## src/rtl/ws2811_transmitter_if.sv

```systemverilog
// Pixel-source and strip-side signals of the WS2811 frame transmitter.
interface ws2811_transmitter_if;
  logic       enable;
  logic [7:0] red;
  logic [7:0] green;
  logic [7:0] blue;
  logic [7:0] ledindex;
  logic       data_out;
  logic       busy;
  logic       frame_done;

  modport master (
    output enable, red, green, blue,
    input  ledindex, data_out, busy, frame_done
  );

  modport slave (
    input  enable, red, green, blue,
    output ledindex, data_out, busy, frame_done
  );
endinterface

```

## src/rtl/ws2811_transmitter.sv

```systemverilog
// WS2811 frame master: fetches pixels by ledindex, serializes them back to back
// onto the one-wire line, then holds a low latch gap and pulses frame_done.
module ws2811_transmitter #(
  parameter int NUM_LEDS   = 49,
  parameter int BIT_CYC    = 62,
  parameter int T0H_CYC    = 20,
  parameter int T1H_CYC    = 40,
  parameter int RESET_CYC  = 3000,
  parameter int LOOKUP_LAT = 2,
  parameter int GRB_ORDER  = 1
) (
  input logic                  clk,
  input logic                  rst,
  ws2811_transmitter_if.slave  bus
);

  localparam int CMAX1   = (BIT_CYC > RESET_CYC) ? BIT_CYC : RESET_CYC;
  localparam int CMAX    = (CMAX1 > LOOKUP_LAT + 2) ? CMAX1 : LOOKUP_LAT + 2;
  localparam int CW      = $clog2(CMAX + 1);

  localparam logic [CW-1:0] BIT_LAST   = CW'(BIT_CYC - 1);
  localparam logic [CW-1:0] RST_LAST   = CW'(RESET_CYC - 1);
  localparam logic [CW-1:0] FETCH_LAST = CW'(LOOKUP_LAT);
  localparam logic [CW-1:0] CAP_CYC    = CW'(LOOKUP_LAT + 1);
  localparam logic [CW-1:0] T0H        = CW'(T0H_CYC);
  localparam logic [CW-1:0] T1H        = CW'(T1H_CYC);
  localparam logic [7:0]    LAST_LED   = 8'(NUM_LEDS - 1);

  generate
    if (NUM_LEDS < 1 || NUM_LEDS > 256 || BIT_CYC <= LOOKUP_LAT + 2 ||
        T1H_CYC >= BIT_CYC || T0H_CYC < 1 || T0H_CYC > T1H_CYC || RESET_CYC < 1) begin : g_bad_param
      $error("ws2811_transmitter: illegal timing parameters");
    end
  endgenerate

  typedef enum logic [1:0] {IDLE, FETCH, SEND, LATCH} state_t;

  state_t         state, state_n;
  logic [CW-1:0]  cnt, cnt_n;
  logic [4:0]     bit_idx, bit_n;
  logic [7:0]     led, led_n;
  logic [23:0]    shift, shift_n;
  logic [23:0]    next_pix, npix_n;
  logic [7:0]     idx_q, idx_n;
  logic           data_q, data_n;
  logic           busy_q, busy_n;
  logic           done_q, done_n;
  logic [23:0]    pix;

  assign pix = (GRB_ORDER != 0) ? {bus.green, bus.red, bus.blue}
                                : {bus.red, bus.green, bus.blue};

  always_ff @(posedge clk) begin
    if (rst) begin
      state    <= IDLE;
      cnt      <= '0;
      bit_idx  <= '0;
      led      <= '0;
      shift    <= '0;
      next_pix <= '0;
      idx_q    <= '0;
      data_q   <= 1'b0;
      busy_q   <= 1'b0;
      done_q   <= 1'b0;
    end else begin
      state    <= state_n;
      cnt      <= cnt_n;
      bit_idx  <= bit_n;
      led      <= led_n;
      shift    <= shift_n;
      next_pix <= npix_n;
      idx_q    <= idx_n;
      data_q   <= data_n;
      busy_q   <= busy_n;
      done_q   <= done_n;
    end
  end

  always_comb begin
    state_n = state;
    cnt_n   = cnt;
    bit_n   = bit_idx;
    led_n   = led;
    shift_n = shift;
    npix_n  = next_pix;
    idx_n   = idx_q;
    case (state)
      IDLE: begin
        if (bus.enable) begin
          state_n = FETCH;
          cnt_n   = '0;
          idx_n   = '0;
        end
      end
      FETCH: begin
        if (cnt == FETCH_LAST) begin
          state_n = SEND;
          cnt_n   = '0;
          bit_n   = '0;
          led_n   = '0;
          shift_n = pix;
        end else begin
          cnt_n = cnt + CW'(1);
        end
      end
      SEND: begin
        // Next LED is requested at the start of bit 0 so its pixel is ready
        // long before the current LED's last bit ends.
        if (bit_idx == 5'd0 && led != LAST_LED) begin
          if (cnt == '0)     idx_n  = led + 8'd1;
          if (cnt == CAP_CYC) npix_n = pix;
        end
        if (cnt == BIT_LAST) begin
          cnt_n   = '0;
          shift_n = {shift[22:0], 1'b0};
          bit_n   = bit_idx + 5'd1;
          if (bit_idx == 5'd23) begin
            bit_n = '0;
            if (led == LAST_LED) begin
              state_n = LATCH;
            end else begin
              led_n   = led + 8'd1;
              shift_n = next_pix;
            end
          end
        end else begin
          cnt_n = cnt + CW'(1);
        end
      end
      LATCH: begin
        if (cnt == RST_LAST) begin
          cnt_n   = '0;
          idx_n   = '0;
          state_n = bus.enable ? FETCH : IDLE;
        end else begin
          cnt_n = cnt + CW'(1);
        end
      end
      default: state_n = IDLE;
    endcase
  end

  // Outputs are registered from next-state values so the strip pin is glitch-free.
  always_comb begin
    data_n = (state_n == SEND) && (cnt_n < (shift_n[23] ? T1H : T0H));
    busy_n = (state_n != IDLE);
    done_n = (state_n == LATCH) && (cnt_n == RST_LAST);
  end

  assign bus.ledindex   = idx_q;
  assign bus.data_out   = data_q;
  assign bus.busy       = busy_q;
  assign bus.frame_done = done_q;

endmodule
```

## src/flat_wrapper.sv

```systemverilog
// flat-port wrapper written by rule: the top's interface ports become plain ports
module ws2811_transmitter_flat 
#(
  parameter int NUM_LEDS   = 49,
  parameter int BIT_CYC    = 62,
  parameter int T0H_CYC    = 20,
  parameter int T1H_CYC    = 40,
  parameter int RESET_CYC  = 3000,
  parameter int LOOKUP_LAT = 2,
  parameter int GRB_ORDER  = 1
)
  (clk, rst, bus_enable, bus_red, bus_green, bus_blue, bus_ledindex, bus_data_out, bus_busy, bus_frame_done);
  ws2811_transmitter_if bus_i ();
  input logic clk;
  input logic rst;
  input wire logic [$bits(bus_i.enable)-1:0] bus_enable;
  input wire logic [$bits(bus_i.red)-1:0] bus_red;
  input wire logic [$bits(bus_i.green)-1:0] bus_green;
  input wire logic [$bits(bus_i.blue)-1:0] bus_blue;
  output wire logic [$bits(bus_i.ledindex)-1:0] bus_ledindex;
  output wire logic [$bits(bus_i.data_out)-1:0] bus_data_out;
  output wire logic [$bits(bus_i.busy)-1:0] bus_busy;
  output wire logic [$bits(bus_i.frame_done)-1:0] bus_frame_done;
  assign bus_i.enable = bus_enable;
  assign bus_i.red = bus_red;
  assign bus_i.green = bus_green;
  assign bus_i.blue = bus_blue;
  assign bus_ledindex = bus_i.ledindex;
  assign bus_data_out = bus_i.data_out;
  assign bus_busy = bus_i.busy;
  assign bus_frame_done = bus_i.frame_done;
  ws2811_transmitter #(.NUM_LEDS(NUM_LEDS), .BIT_CYC(BIT_CYC), .T0H_CYC(T0H_CYC), .T1H_CYC(T1H_CYC), .RESET_CYC(RESET_CYC), .LOOKUP_LAT(LOOKUP_LAT), .GRB_ORDER(GRB_ORDER)) u_core (.clk(clk), .rst(rst), .bus(bus_i));
endmodule
```

## config.mk

```make
export PLATFORM = sky130hd
export DESIGN_NAME = ws2811_transmitter_flat
export DESIGN_NICKNAME = d
export VERILOG_FILES = /design/src/rtl/ws2811_transmitter_if.sv /design/src/rtl/ws2811_transmitter.sv /design/src/flat_wrapper.sv
export SDC_FILE = /design/constraint.sdc
export NUM_CORES = 1
export LEC_CHECK = 0
export CORE_ASPECT_RATIO = 1.75
export CORE_MARGIN = 2
export CORE_UTILIZATION = 63
export CTS_CLUSTER_SIZE = 28
export DETAILED_ROUTE_END_ITERATION = 6
export HOLD_SLACK_MARGIN = 0.15
export PLACE_DENSITY = 0.92
export SYNTH_ARGS = -nofsm -noshare
export SYNTH_HDL_FRONTEND = slang
export SYNTH_SLANG_ARGS = --single-unit
```

## constraint.sdc

```tcl
create_clock -name clk -period 6.4 [get_ports clk]
set_input_delay 0.64 -clock clk [delete_from_list [all_inputs] [get_ports clk]]
set_output_delay 0.64 -clock clk [all_outputs]
set_load 0.02 [all_outputs]
```

==> results of run 1 <==
## report_power, final
group / internal (mW) / switching (mW)
Clock: 0.347 / 0.205
Sequential: 0.554 / 0.0104
Combinational: 0.0629 / 0.0804
## final cells by class
cell class	instances	area (µm²)	area share [%]
clock buffer	10	239.0	4.578
multi-input combinational	377	2609	49.98
timing repair buffer	41	395.4	7.574
inverter	20	75.07	1.438
sequential	86	1722	32.98
tap	86	107.6	2.061
clock inverter	4	72.57	1.390
## how the worst max path moves through the flow
stage / startpoint / endpoint / slack [ns] / cells past startpoint
3_5_place_dp: u_core.state[0] / u_core.bus.data_out / 2.74 / 13
5_1_grt: u_core.state[0] / u_core.bus.data_out / 2.37 / 13
6_report: u_core.state[0] / u_core.bus.data_out / 2.66 / 13
3_3_place_gp: u_core.state[0] / u_core.bus.data_out / 2.92 / 13
4_1_cts: u_core.state[0] / u_core.bus.data_out / 2.72 / 13
2_1_floorplan: u_core.cnt[9] / u_core.bus.data_out / 3.34 / 12
## worst max-delay path: cells and delay by family (launching register included)
family / cells / cell delay (ns)
AO/OA/AOI/OAI: 6 / 1.53
flip-flops: 1 / 0.34
buffers and inverters: 3 / 0.77
AND/OR/NAND/NOR: 2 / 0.33
adder cells (fa/ha/maj): 2 / 0.69
## routing by layer
layer  GRT usage, %  share of wire, %  up-vias
li1               -                 -     1905
met1          31.15                37     1914
met2          50.19                53      124
met3          5.832               4.0       50
met4          18.40               5.4        0
met5              0                 0        -
## cells by family (layout without fill, tap and decap cells)
| kind of cell | count (synthesis) | count (layout) | share of synthesized area [%] |
|---|---|---|---|
| xor gates and xnor gates | 14 | 14 | 2.673 |
| buffers and inverters | 60 | 75 | 5.673 |
| adders and majority gates | 16 | 16 | 4.364 |
| AOI/OAI and AO/OA | 82 | 82 | 13.58 |
| DFF | 86 | 86 | 37.53 |
| muxes | 57 | 57 | 13.04 |
| and+or+nand+nor | 208 | 208 | 23.13 |
## flip-flops by register name, indices dropped and copies added, names as in the netlist
register	count
u_core.state	2
u_core.next_pix	24
u_core.bit_idx	5
u_core.shift	24
u_core.bus.busy	1
u_core.led	8
u_core.cnt	12
u_core.bus.frame_done	1
u_core.bus.ledindex	8
u_core.bus.data_out	1
## layout by cell type (no fill, tap or decap), types with 9 or more instances in the layout
master	n
o21ai_0	9
nor3_1	30
ha_1	16
clkbuf_16	9
a221oi_1	22
nor2_1	87
inv_1	18
xnor2_1	9
a21oi_1	20
mux2i_1	35
dfxtp_1	86
nand4_1	10
clkdlybuf4s50_1	36
nand2_1	19
nand3_1	15
mux2_2	22
==> flow_summary.yaml, run 1 <==
run_status:
  status: "complete, no violations"
drt:
  route.detailed.vias_per_inst: 6.399
  num_vias: 3993
  detail_route.iter0.violations: 264
  drt_first_pass_iters: 5
  detail_route.wirelength_um: 10990
  post-route-drc-count: 0
  detail_route.wl_per_cell_um: 17.61
  detail-route-antenna-nets: 0
logic_synthesis:
  postSynthAreaPerCell_um2: 8.770
  ys_types: 62
  synth_enable_flop_cells: 0
  synth_area_um2: 4587
  async_reset_ff_share_pct: 0
  yosysTopAreaCell: "dfxtp_1"
  synth_commonest_cells: "nor2_1, dfxtp_1, mux2i_1, nor3_1, clkbuf_1"
  postSynthRegisterBits: 86
  yosys.area.top_type_share_pct: 37.53
  yosys_warnings: 0
  syn-instance-count: 523
  post-synth-top-count-cell: "nor2_1"
  ys.flop_type: "dfxtp_1"
  synth.yosys.seq_area_share_pct: 37.53
  synth_nets: 566
  synth_top_cells_by_area: "dfxtp_1, mux2i_1, nor2_1"
grt:
  via_count_of_the_first_global_routing_pass: 3966
  gr-usage-all-layers_pct: 29.05
  grt_max_degree: 82
  initial_antenna_violation_count: 0
  global_route.overflow_total: 0
  wire_length_of_the_first_global_routing_pass_um: 17750
timing:
  worst_clock_skew_ns: 0.003249
  postLayoutSetupSlackWorst_ns: 2.661
  holdWs_ns: 0.4531
  post-route-period-util_pct: 58.42
  final_max_slew_violation_count: 0
  unrepaired_setup_endpoints_after_global_routing: "false"
  period_needed_ns: 3.739
  setup_viol_count_final: 0
  maxClockFrequency_mhz: 267.5
  setup-tns-final_ns: 0
  tightest_slew_ns: 0.9491
  endpoints_failing_hold: 0
  timing.slew.headroom_pct: 36.72
finish:
  utilization_pct: 73.21
  num_antenna_cells: 0
  final_layout_net_count: 578
  area_of_all_placed_cells_without_fillers_um2: 5220
  stdcell_count: 624
  syn2layout_area_growth_pct: 13.80
  share_of_post_route_cells_with_drive_strength_above_1_pct: 10.97
  fillerInstances: 476
place:
  gpl.final_weighted_congestion: 0.9039
  placement.io_buffers: 37
  placedCellCount: 610
  placed_cell_area_um2: 4908
  post_place_worst_slack_ns: 2.745
  place_hpwl_um: 7513
floorplanning:
  floorplan.initialDensity_pct: 64.33
  die_height_um: 116.9
  core_area_um2: 7131
  rows: 41
  die_x_um: 68.50
  floorplan.die_area_um2: 8006
  ioPinCount: 38
worst_setup_path:
  cp.arrival_ns: 4.01
  cp_cell_sequence: "inv_1 -> ha_1 -> clkinv_1 -> a41o_1 -> a31oi_2 -> a21o_1 -> a22oi_1 -> inv_1 -> ha_1 -> a21o_1 -> a21oi_1 -> nand4_1 -> nor3b_2"
  worst_r2r_startpoint: "u_core.state[0]"
  largest_stage_delay_on_the_critical_path_ns: 0.55
  path_class: "register to register"
  crit-reg2reg-capture: "u_core.bus.data_out"
  ff2ff_setup_slack_ns: 2.66
  critical-path-slowest-cell: "clkinv_1"
  critical_path_peak_fanout: 18
  r2r_cells: 13
  startpoint_type: "register"
  critPathRequiredTime_ns: 6.67
  worst_setup_path_end_kind: "register"
pwr:
  standby_leakage_power_nw: 1.968
  vdd_drop_max_uv: 232.2
  total_power_density_per_cell_area_nw_per_um2: 241.2
  overall_power_after_layout_mw: 1.259
clock_tree:
  cts.clk_slew.worst_paths_ns: 0.06
  h-tree-depth: 3
  clkSinkCount: 86
  cts.root.buffer_cell: "clkbuf_16"
  postCtsResizedCells: 0
  max-clock-path-buffers: 2
  tritoncts: "built"
  cts_hold_repair.buffers: 0
  post-cts-setup-buffer-count: 0
  cts-buffers-inserted: 9
  insertion_delay_ns: 0.34
min_path:
  hold_path_startpoint: "u_core.bus.ledindex[4]"
  worstHoldPathType: "register to register"
  hold_path_end: "u_core.bus.ledindex[4]"
  holdPathStages: 2
flow_run:
  max_cap_viol_count: 0
No activity file was read; power rests on OpenSTA's default activity.
==> inputs of run 2 (changes only) <==
--- a/config.mk
+++ b/config.mk
@@ -7,11 +7,11 @@
 export LEC_CHECK = 0
 export CORE_ASPECT_RATIO = 1.75
 export CORE_MARGIN = 2
-export CORE_UTILIZATION = 63
+export CORE_UTILIZATION = 53
 export CTS_CLUSTER_SIZE = 28
 export DETAILED_ROUTE_END_ITERATION = 6
 export HOLD_SLACK_MARGIN = 0.15
-export PLACE_DENSITY = 0.92
+export PLACE_DENSITY = 0.83
 export SYNTH_ARGS = -nofsm -noshare
 export SYNTH_HDL_FRONTEND = slang
 export SYNTH_SLANG_ARGS = --single-unit
==> constraint.sdc (replaced) <==
create_clock -name clk -period 3.3 [get_ports clk]
set_input_delay 0.33 -clock clk [delete_from_list [all_inputs] [get_ports clk]]
set_output_delay 0.33 -clock clk [all_outputs]
set_load 0.02 [all_outputs]
==> run 2 against run 1 <==
  * Flip-flop and latch count unchanged
  * Clock-buffer cell count is 1 higher
  * Global-route usage is 4.6 points lower
  * Critical endpoint unchanged
==> flow_summary.yaml, run 2 (synthesis gave the netlist of run 1 again) <==
run_status:
  status: "complete, no violations"
place:
  gpl.final_weighted_congestion: 0.9211
  place_hpwl_um: 7476
  placement.io_buffers: 37
  post_place_worst_slack_ns: 0.3153
pwr:
  vdd_drop_max_uv: 371.9
  total_power_density_per_cell_area_nw_per_um2: 448.0
  standby_leakage_power_nw: 2.015
  overall_power_after_layout_mw: 2.382
timing:
  worst_clock_skew_ns: 0.009202
  unrepaired_setup_endpoints_after_global_routing: "false"
  setup_viol_count_final: 0
  holdWs_ns: 0.4546
  final_max_slew_violation_count: 0
  timing.slew.headroom_pct: 51.44
  postLayoutSetupSlackWorst_ns: 0.2431
  maxClockFrequency_mhz: 327.1
  endpoints_failing_hold: 0
  post-route-period-util_pct: 92.63
  tightest_slew_ns: 0.7284
  setup-tns-final_ns: 0
  period_needed_ns: 3.057
worst_setup_path:
  worst_setup_path_end_kind: "register"
  cp.arrival_ns: 3.33
  startpoint_type: "register"
  largest_stage_delay_on_the_critical_path_ns: 0.64
  critical-path-slowest-cell: "or4_1"
  worst-path-buf-inv: 1
  cp_num_cells: 10
  cp_cell_sequence: "or4_1 -> o41ai_4 -> buf_4 -> nand3_4 -> a221o_1 -> ha_1 -> a21o_1 -> a21oi_1 -> nand4_1 -> nor3b_2"
  crit-reg2reg-capture: "u_core.bus.data_out"
  r2r_cells: 10
  worst_r2r_startpoint: "u_core.cnt[3]"
  critPathRequiredTime_ns: 3.58
  critical_path_peak_fanout: 10
  ff2ff_setup_slack_ns: 0.24
  cpLargestDelayFamily: "simple AND/OR/NAND/NOR gates"
  path_class: "register to register"
finish:
  final_layout_net_count: 589
  reg.largest.list: "u_core.next_pix: 24 flops, u_core.shift: 24 flops, u_core.cnt: 12 flops"
  utilization_pct: 63.55
  syn2layout_area_growth_pct: 15.93
  share_of_post_route_cells_with_drive_strength_above_1_pct: 12.73
  layout_commonest_cell: "nor2_1"
  most-common-layout-cells: "nor2_1, dfxtp_1, clkdlybuf4s50_1, mux2i_1, nor3_1"
  num_antenna_cells: 0
drt:
  num_vias: 3996
  detail-route-antenna-nets: 0
  detail_route.wirelength_um: 10770
  detail_route.wl_per_cell_um: 16.19
  route.detailed.vias_per_inst: 6.009
  detail_route.iter0.violations: 333
  post-route-drc-count: 0
  drt_first_pass_iters: 5
clock_tree:
  max-clock-path-buffers: 2
  cts.clk_slew.worst_paths_ns: 0.06
  clkSinkCount: 86
  cts-buffers-inserted: 9
  post-cts-setup-buffer-count: 0
  cts_hold_repair.buffers: 0
  tritoncts: "built"
  cts.root.buffer_cell: "clkbuf_16"
  postCtsResizedCells: 0
  h-tree-depth: 3
  insertion_delay_ns: 0.35
floorplanning:
  floorplan.die_area_um2: 9444
  ioPinCount: 38
  rows: 44
  die_height_um: 127.1
  die_x_um: 74.33
  core_area_um2: 8368
  floorplan.initialDensity_pct: 54.81
grt:
  global_route.overflow_total: 0
  met3_usage_pct: 5.442
  wire_length_of_the_first_global_routing_pass_um: 18070
  via_count_of_the_first_global_routing_pass: 3874
  globalRoute.busiestLayer: "met2"
  gr-usage-all-layers_pct: 24.46
  globalRouteMet2Util_pct: 40.44
  gr-usage-met1_pct: 29.18
  grt_max_degree: 44
  initial_antenna_violation_count: 0
min_path:
  hold_path_startpoint: "u_core.bus.ledindex[4]"
  holdPathStages: 2
  worstHoldPathType: "register to register"
  hold_path_end: "u_core.bus.ledindex[4]"
flow_run:
  max_cap_viol_count: 0
## run 2: power breakdown
part,switching (mW),internal [mW],total [mW]
logic,0.154,0.130,0.283
clock network,0.406,0.600,1.01
registers,0.0188,1.07,1.09
## run 2: worst reg2reg max path, delay by kind of cell (launching register included)
| family | cells | cell delay [ns] |
|---|---|---|
| simple gates | 4 | 1.05 |
| compound gates | 4 | 1.00 |
| flops | 1 | 0.40 |
| fa+ha+maj | 1 | 0.33 |
| buf+inv | 1 | 0.21 |
## run 2: metrics by stage
step	std cells	area [µm²]
floorplan	523	4587
global placement	650	5027
detailed placement	650	5027
CTS	665	5318
global route	665	5318
finish	665	5318
## run 2: worst max path at each step
stage / from / endpoint
floorplan: u_core.cnt[9] / u_core.bus.data_out
global placement: u_core.cnt[3] / u_core.bus.data_out
detailed placement: u_core.cnt[3] / u_core.bus.data_out
CTS: u_core.cnt[3] / u_core.bus.data_out
global route: u_core.cnt[2] / u_core.bus.data_out
finish: u_core.cnt[3] / u_core.bus.data_out
## run 2: final cells by class
class	instances	area, µm²
inverters	20	75.07
fillers	723	3050
well taps	115	143.9
clock inverters	4	47.55
clock buffers	11	242.7
flip-flops and latches	86	1722
repair buffers	52	478.0
multi-input cells	377	2609
## run 2: routing by layer
metal  wire (µm)  up-vias
li1            -     1936
met1        4245     1908
met2        5629      124
met3         481       28
met4         411        0
met5           0        -
